**config.mk**
```make
export PLATFORM = sky130hd
export DESIGN_NAME = mips_boot_loader
export DESIGN_NICKNAME = d
export VERILOG_FILES = /design/src/rtl/mips_boot_pkg.sv /design/src/rtl/boot_word_assembler.sv /design/src/rtl/mips_boot_loader.sv
export SDC_FILE = /design/constraint.sdc
export NUM_CORES = 1
export LEC_CHECK = 0
export CAP_MARGIN = 5
export CORE_AREA = 2 2 100 102
export DETAILED_ROUTE_END_ITERATION = 10
export DIE_AREA = 0 0 102 104
export GPL_ROUTABILITY_DRIVEN = 0
export MAX_ROUTING_LAYER = met4
export PLACE_DENSITY = 0.81
export SETUP_SLACK_MARGIN = 0.1
export SLEW_MARGIN = 20
export SYNTH_ARGS = -nofsm -noshare
export SYNTH_HDL_FRONTEND = slang
export SYNTH_SLANG_ARGS = --single-unit
```
**constraint.sdc**
```tcl
create_clock -name clk -period 5.3 [get_ports clk]
set_input_delay 1.06 -clock clk [delete_from_list [all_inputs] [get_ports clk]]
set_output_delay 1.06 -clock clk [all_outputs]
set_load 0.02 [all_outputs]
```
**src/rtl/mips_boot_pkg.sv**
```systemverilog
// Shared types and constants for the MIPS boot loader.
package mips_boot_pkg;

   localparam int unsigned BYTES_PER_WORD = 4;
   localparam int unsigned HDR_W          = 16;
   localparam int unsigned WORD_W         = 32;

   typedef enum logic [2:0] {
      HDR_HI,
      HDR_LO,
      LOAD,
      CHECK,
      RUN,
      ERROR
   } boot_state_t;

   // Byte address of word idx in an image based at base.
   function automatic logic [WORD_W-1:0] word_addr(input logic [WORD_W-1:0] base,
                                                   input logic [HDR_W-1:0]  idx);
      return base + {14'd0, idx, 2'b00};
   endfunction

endpackage

```
**src/rtl/boot_word_assembler.sv**
```systemverilog
// Shifts image bytes into a big-endian word and flags the byte that completes it.
module boot_word_assembler
   import mips_boot_pkg::*;
(
   input  logic              clk,
   input  logic              rst,
   input  logic              clr,
   input  logic              shift_en,
   input  logic [7:0]        byte_in,
   output logic [WORD_W-1:0] word_c,
   output logic              word_complete_c
);

   localparam int unsigned CNT_W = $clog2(BYTES_PER_WORD);

   logic [CNT_W-1:0] byte_cnt;
   logic [23:0]      shreg;

   always_ff @(posedge clk or negedge rst) begin
      if (!rst) begin
         byte_cnt <= '0;
         shreg    <= '0;
      end else if (clr) begin
         byte_cnt <= '0;
      end else if (shift_en) begin
         byte_cnt <= byte_cnt + 1'b1;
         shreg    <= {shreg[15:0], byte_in};
      end
   end

   // The fourth byte is presented combinationally so the word is ready on its accept edge.
   assign word_c          = {shreg, byte_in};
   assign word_complete_c = shift_en && (byte_cnt == CNT_W'(BYTES_PER_WORD - 1));

endmodule

```
**src/rtl/mips_boot_loader.sv**
```systemverilog
// Loads a length-prefixed byte image into core memory, then releases the core from reset.
// Optional trailer checksum enabled by defining BOOT_CHECKSUM_EN.
module mips_boot_loader
   import mips_boot_pkg::*;
#(
   parameter int unsigned       MEM_WORDS = 256,
   parameter logic [WORD_W-1:0] BASE_ADDR = 32'h0000_0000
) (
   input  logic              clk,
   input  logic              rst,
   input  logic [7:0]        rx_data,
   input  logic              rx_valid,
   output logic              rx_ready,
   input  logic              reload,
   output logic              mem_we,
   output logic [WORD_W-1:0] mem_addr,
   output logic [WORD_W-1:0] mem_wdata,
   output logic              core_rst,
   output logic              done,
   output logic              error,
   output logic [HDR_W-1:0]  words_loaded
);

   boot_state_t       state, next_state, after_load;
   logic              accept, reload_hit, load_wr;
   logic [7:0]        hdr_hi;
   logic [HDR_W-1:0]  n_words, hdr_n;
   logic [WORD_W-1:0] word_c;
   logic              word_complete;
   logic              rx_ready_d, core_rst_d, done_d, error_d;

   assign accept     = rx_valid && rx_ready;
   assign hdr_n      = {hdr_hi, rx_data};
   assign reload_hit = reload && (state == RUN || state == ERROR);

`ifdef BOOT_CHECKSUM_EN
   assign after_load = CHECK;

   logic [7:0] csum;

   // Running XOR over header and payload bytes.
   always_ff @(posedge clk or negedge rst) begin
      if (!rst) begin
         csum <= '0;
      end else if (reload_hit) begin
         csum <= '0;
      end else if (accept && (state == HDR_HI || state == HDR_LO || state == LOAD)) begin
         csum <= csum ^ rx_data;
      end
   end
`else
   assign after_load = RUN;
`endif

   boot_word_assembler u_asm (
      .clk             (clk),
      .rst             (rst),
      .clr             (state != LOAD),
      .shift_en        (accept && state == LOAD),
      .byte_in         (rx_data),
      .word_c          (word_c),
      .word_complete_c (word_complete)
   );

   always_ff @(posedge clk or negedge rst) begin
      if (!rst) begin
         hdr_hi  <= '0;
         n_words <= '0;
      end else if (accept && state == HDR_HI) begin
         hdr_hi  <= rx_data;
      end else if (accept && state == HDR_LO) begin
         n_words <= hdr_n;
      end
   end

   always_ff @(posedge clk or negedge rst) begin
      if (!rst) state <= HDR_HI;
      else      state <= next_state;
   end

   always_comb begin
      next_state = state;
      case (state)
         HDR_HI: if (accept) next_state = HDR_LO;
         HDR_LO: begin
            if (accept) begin
               if (32'(hdr_n) > MEM_WORDS) next_state = ERROR;
               else if (hdr_n == '0)       next_state = after_load;
               else                        next_state = LOAD;
            end
         end
         // Leave only once the final word's write strobe is on the bus.
         LOAD:   if (mem_we && words_loaded == n_words) next_state = after_load;
`ifdef BOOT_CHECKSUM_EN
         CHECK:  if (accept) next_state = (rx_data == csum) ? RUN : ERROR;
`endif
         RUN:    if (reload_hit) next_state = HDR_HI;
         ERROR:  if (reload_hit) next_state = HDR_HI;
         default: next_state = HDR_HI;
      endcase
   end

   always_comb begin
      load_wr    = 1'b0;
      rx_ready_d = 1'b0;
      core_rst_d = 1'b1;
      done_d     = 1'b0;
      error_d    = 1'b0;
      load_wr    = (state == LOAD) && word_complete;
      rx_ready_d = !load_wr && (next_state inside {HDR_HI, HDR_LO, LOAD, CHECK});
      done_d     = (next_state == RUN);
      core_rst_d = !done_d;
      error_d    = (next_state == ERROR);
   end

   always_ff @(posedge clk or negedge rst) begin
      if (!rst) begin
         rx_ready     <= 1'b0;
         mem_we       <= 1'b0;
         mem_addr     <= BASE_ADDR;
         mem_wdata    <= '0;
         core_rst     <= 1'b1;
         done         <= 1'b0;
         error        <= 1'b0;
         words_loaded <= '0;
      end else begin
         rx_ready <= rx_ready_d;
         mem_we   <= load_wr;
         core_rst <= core_rst_d;
         done     <= done_d;
         error    <= error_d;
         if (load_wr) begin
            mem_addr  <= word_addr(BASE_ADDR, words_loaded);
            mem_wdata <= word_c;
         end
         if (reload_hit)   words_loaded <= '0;
         else if (load_wr) words_loaded <= words_loaded + 1'b1;
      end
   end

endmodule

```
==> impl_metrics.toml <==
[cts]
ctsHoldBuffers = 0
numCtsBuffers = 17
clock_latency_ps = 510
cts_tree = "yes"
cts-root-buf = "clkbuf_8"
cts_max_level = 4
post_cts_buffers = 0
cts.sinks = 122
clk_pin_slew_ps = 60
cts_resized = 0
clock_path_buffers = 2

[die]
die-area_mm2 = 0.0106
die_x_um = 102
initial_core_util_pct = 54.1
boundaryPins = 97
fp.dieH_um = 104
core_area_mm2 = 0.00955
num_rows = 36

[logic_synthesis]
yosysWarnings = 0
synth_flop_cell = "dfrtp_1"
postSynthAreaPerCell_um2 = 12.7
syn_area_mm2 = 0.00517
synth_cells = 408
ys_seq_elements = 122
yosys-top-cells-area = "dfrtp_1, mux2_2, nand2_1, xor2_1, buf_4"
synth_top_area_share_pct = 58.6
async_flop_share_pct = 100
synth-seq-area-share_pct = 59.1
yosys.area.top_type = "dfrtp_1"
synth_cell_types = 44
synth_edf_count = 0

[sta]
maxSlewHeadroom_pct = 30.4
timing.final.crit_share_pct = 54.2
tns_ps = 0
worst_slack_ps = 2430
setup_viol = 0
slew_viol_final = 0
whs_ps = 505
max_freq_mhz = 348
grt_setup_unrepaired = "false"
hold_viol = 0
worstMarginPinSlew_ps = 1040
finClkSkew_ps = 6.79
min_period_ps = 2870

[min_path]
whs_path_depth = 1
hold_class = "reg2reg"
min_to = "mem_addr[7]"
hp-start = "mem_addr[7]"

[final_layout]
drive_gt1_share_pct = 24.9
n_fill_cell = 654
area_growth_pct = 28.0
antenna_cells = 0
final_common_cell = "dfrtp_1"
final_nets = 508
final_cell_mix = "dfrtp_1, mux2_2, clkdlybuf4s50_1, nand2_1, xor2_1"
instances_no_fill = 640

[routing]
drc = 0
vias = 3436
initialDrtViolationCount = 191
postRouteAntennaNets = 0
dr.pass1.iters = 4
wl_um = 10800
avgViaCountPerCell = 5.37
routedWlPerCell_um = 16.8

[grt]
top_usage_layer = "met2"
grt_use_total_pct = 22.5
grt_util_met2_pct = 33.8
grt_pass1_vias = 3486
grt.met1_usage_pct = 28.9
grt_pass1_wl_um = 17700
overflow = 0
grt_start_max_net_pins = 80
use_met3_pct = 6.12
antenna_found_initial = 0

[setup_path]
r2r_start = "state[1]"
path_class = "in2reg"
worstPathRequired_ps = 5690
rrSetupSlack_ps = 2740
critPathCaptureType = "flop"
reg2reg_depth = 4
crit_arrival_ps = 3270
cp_max_fo = 32
cp-start-kind = "primary input"
max_stage_delay_ps = 640
crit_chain = "clkdlybuf4s50_1 > and3_1 > and2_2 > buf_4 > mux2_2"
cp_slowest_cell = "and2_2"
rr_endpoint = "mem_wdata[5]"
crit_path_start = "rx_valid"

[pwr]
power.leakage_nw = 3.04
vdd_drop_max_v = 0.000340
total_power_mw = 3.45
p_per_area_mw_per_mm2 = 521

[place]
dpl_worst_slack_ps = 1870
place_inst = 608
io_buffers = 80
dpl.hpwl_um = 6960

[flow_run]
cap_violations = 0

[status]
status = "complete, no violations"
==> final cells by class <==
cell class | count | area, µm² | share of cell area [%]
flip-flops and latches | 122 | 3050 | 46.2
clock inverters | 14 | 171 | 2.59
multi-input cells | 265 | 1960 | 29.6
clock buffers | 18 | 428 | 6.47
repair buffers | 83 | 821 | 12.4
inverters | 5 | 18.8 | 0.284
well taps | 133 | 166 | 2.52
==> cell usage after synthesis (5+ instances only) <==
library cell	instances
a21oi_1	6
buf_2	6
buf_4	20
clkbuf_1	5
dfrtp_1	121
inv_1	5
mux2_2	79
nand2_1	58
nand3_1	6
nand4_1	6
nor2_1	17
nor3_1	9
xnor2_1	9
xor2_1	19
==> registers in the layout (all words and copies together), names as in the netlist, 2 cells and up <==
signal,flops
n_words,16
words_loaded,16
mem_wdata,32
u_asm.shreg,24
mem_addr,16
state,3
u_asm.byte_cnt,2
hdr_hi,8
==> worst max-delay path by stage <==
| stage | end | slack, ps |
|---|---|---|
| after floorplan | done | 2900 |
| after global placement | mem_wdata[26] | 1940 |
| after detailed placement | mem_wdata[13] | 1870 |
| after CTS | mem_wdata[5] | 2420 |
| after global routing | mem_wdata[27] | 2320 |
| final | mem_wdata[5] | 2430 |
==> worst max-delay path, delay by kind of cell <==
kind,cells,cell delay (ps)
buf+inv,2,950
mux,1,380
simple gates,2,850
==> power breakdown <==
group | internal, mW | total, mW | leakage (nW) | switching [mW]
sequential | 1.17 | 1.35 | 1.54 | 0.178
clock | 0.730 | 1.15 | 0.288 | 0.416
combinational | 0.509 | 0.955 | 1.21 | 0.446
==> kinds of logic after synthesis <==
group / count (synthesis) / synth area share [%]
buf+inv: 36 / 4.21
simple gates: 119 / 11.4
fa+ha+maj: 2 / 0.484
compound gates: 19 / 2.42
flops: 122 / 59.1
xor+xnor: 28 / 4.74
mux: 81 / 17.6
other cells: 1 / 0.0725
==> layer usage <==
layer / up-vias / share of wire [%] / routed length (µm)
li1: 1547 / - / -
met1: 1739 / 43 / 4680
met2: 132 / 49 / 5320
met3: 18 / 5.1 / 554
met4: 0 / 2.1 / 229
met5: - / 0 / 0
==> through the flow <==
step           utilization, %  area, µm²
6_report                 69.3       6620
5_1_grt                  69.3       6620
3_5_place_dp             63.0       6020
3_3_place_gp             63.0       6020
2_1_floorplan               -       5230
4_1_cts                  69.3       6620
Note: power is estimated with default switching activity, not from simulation.
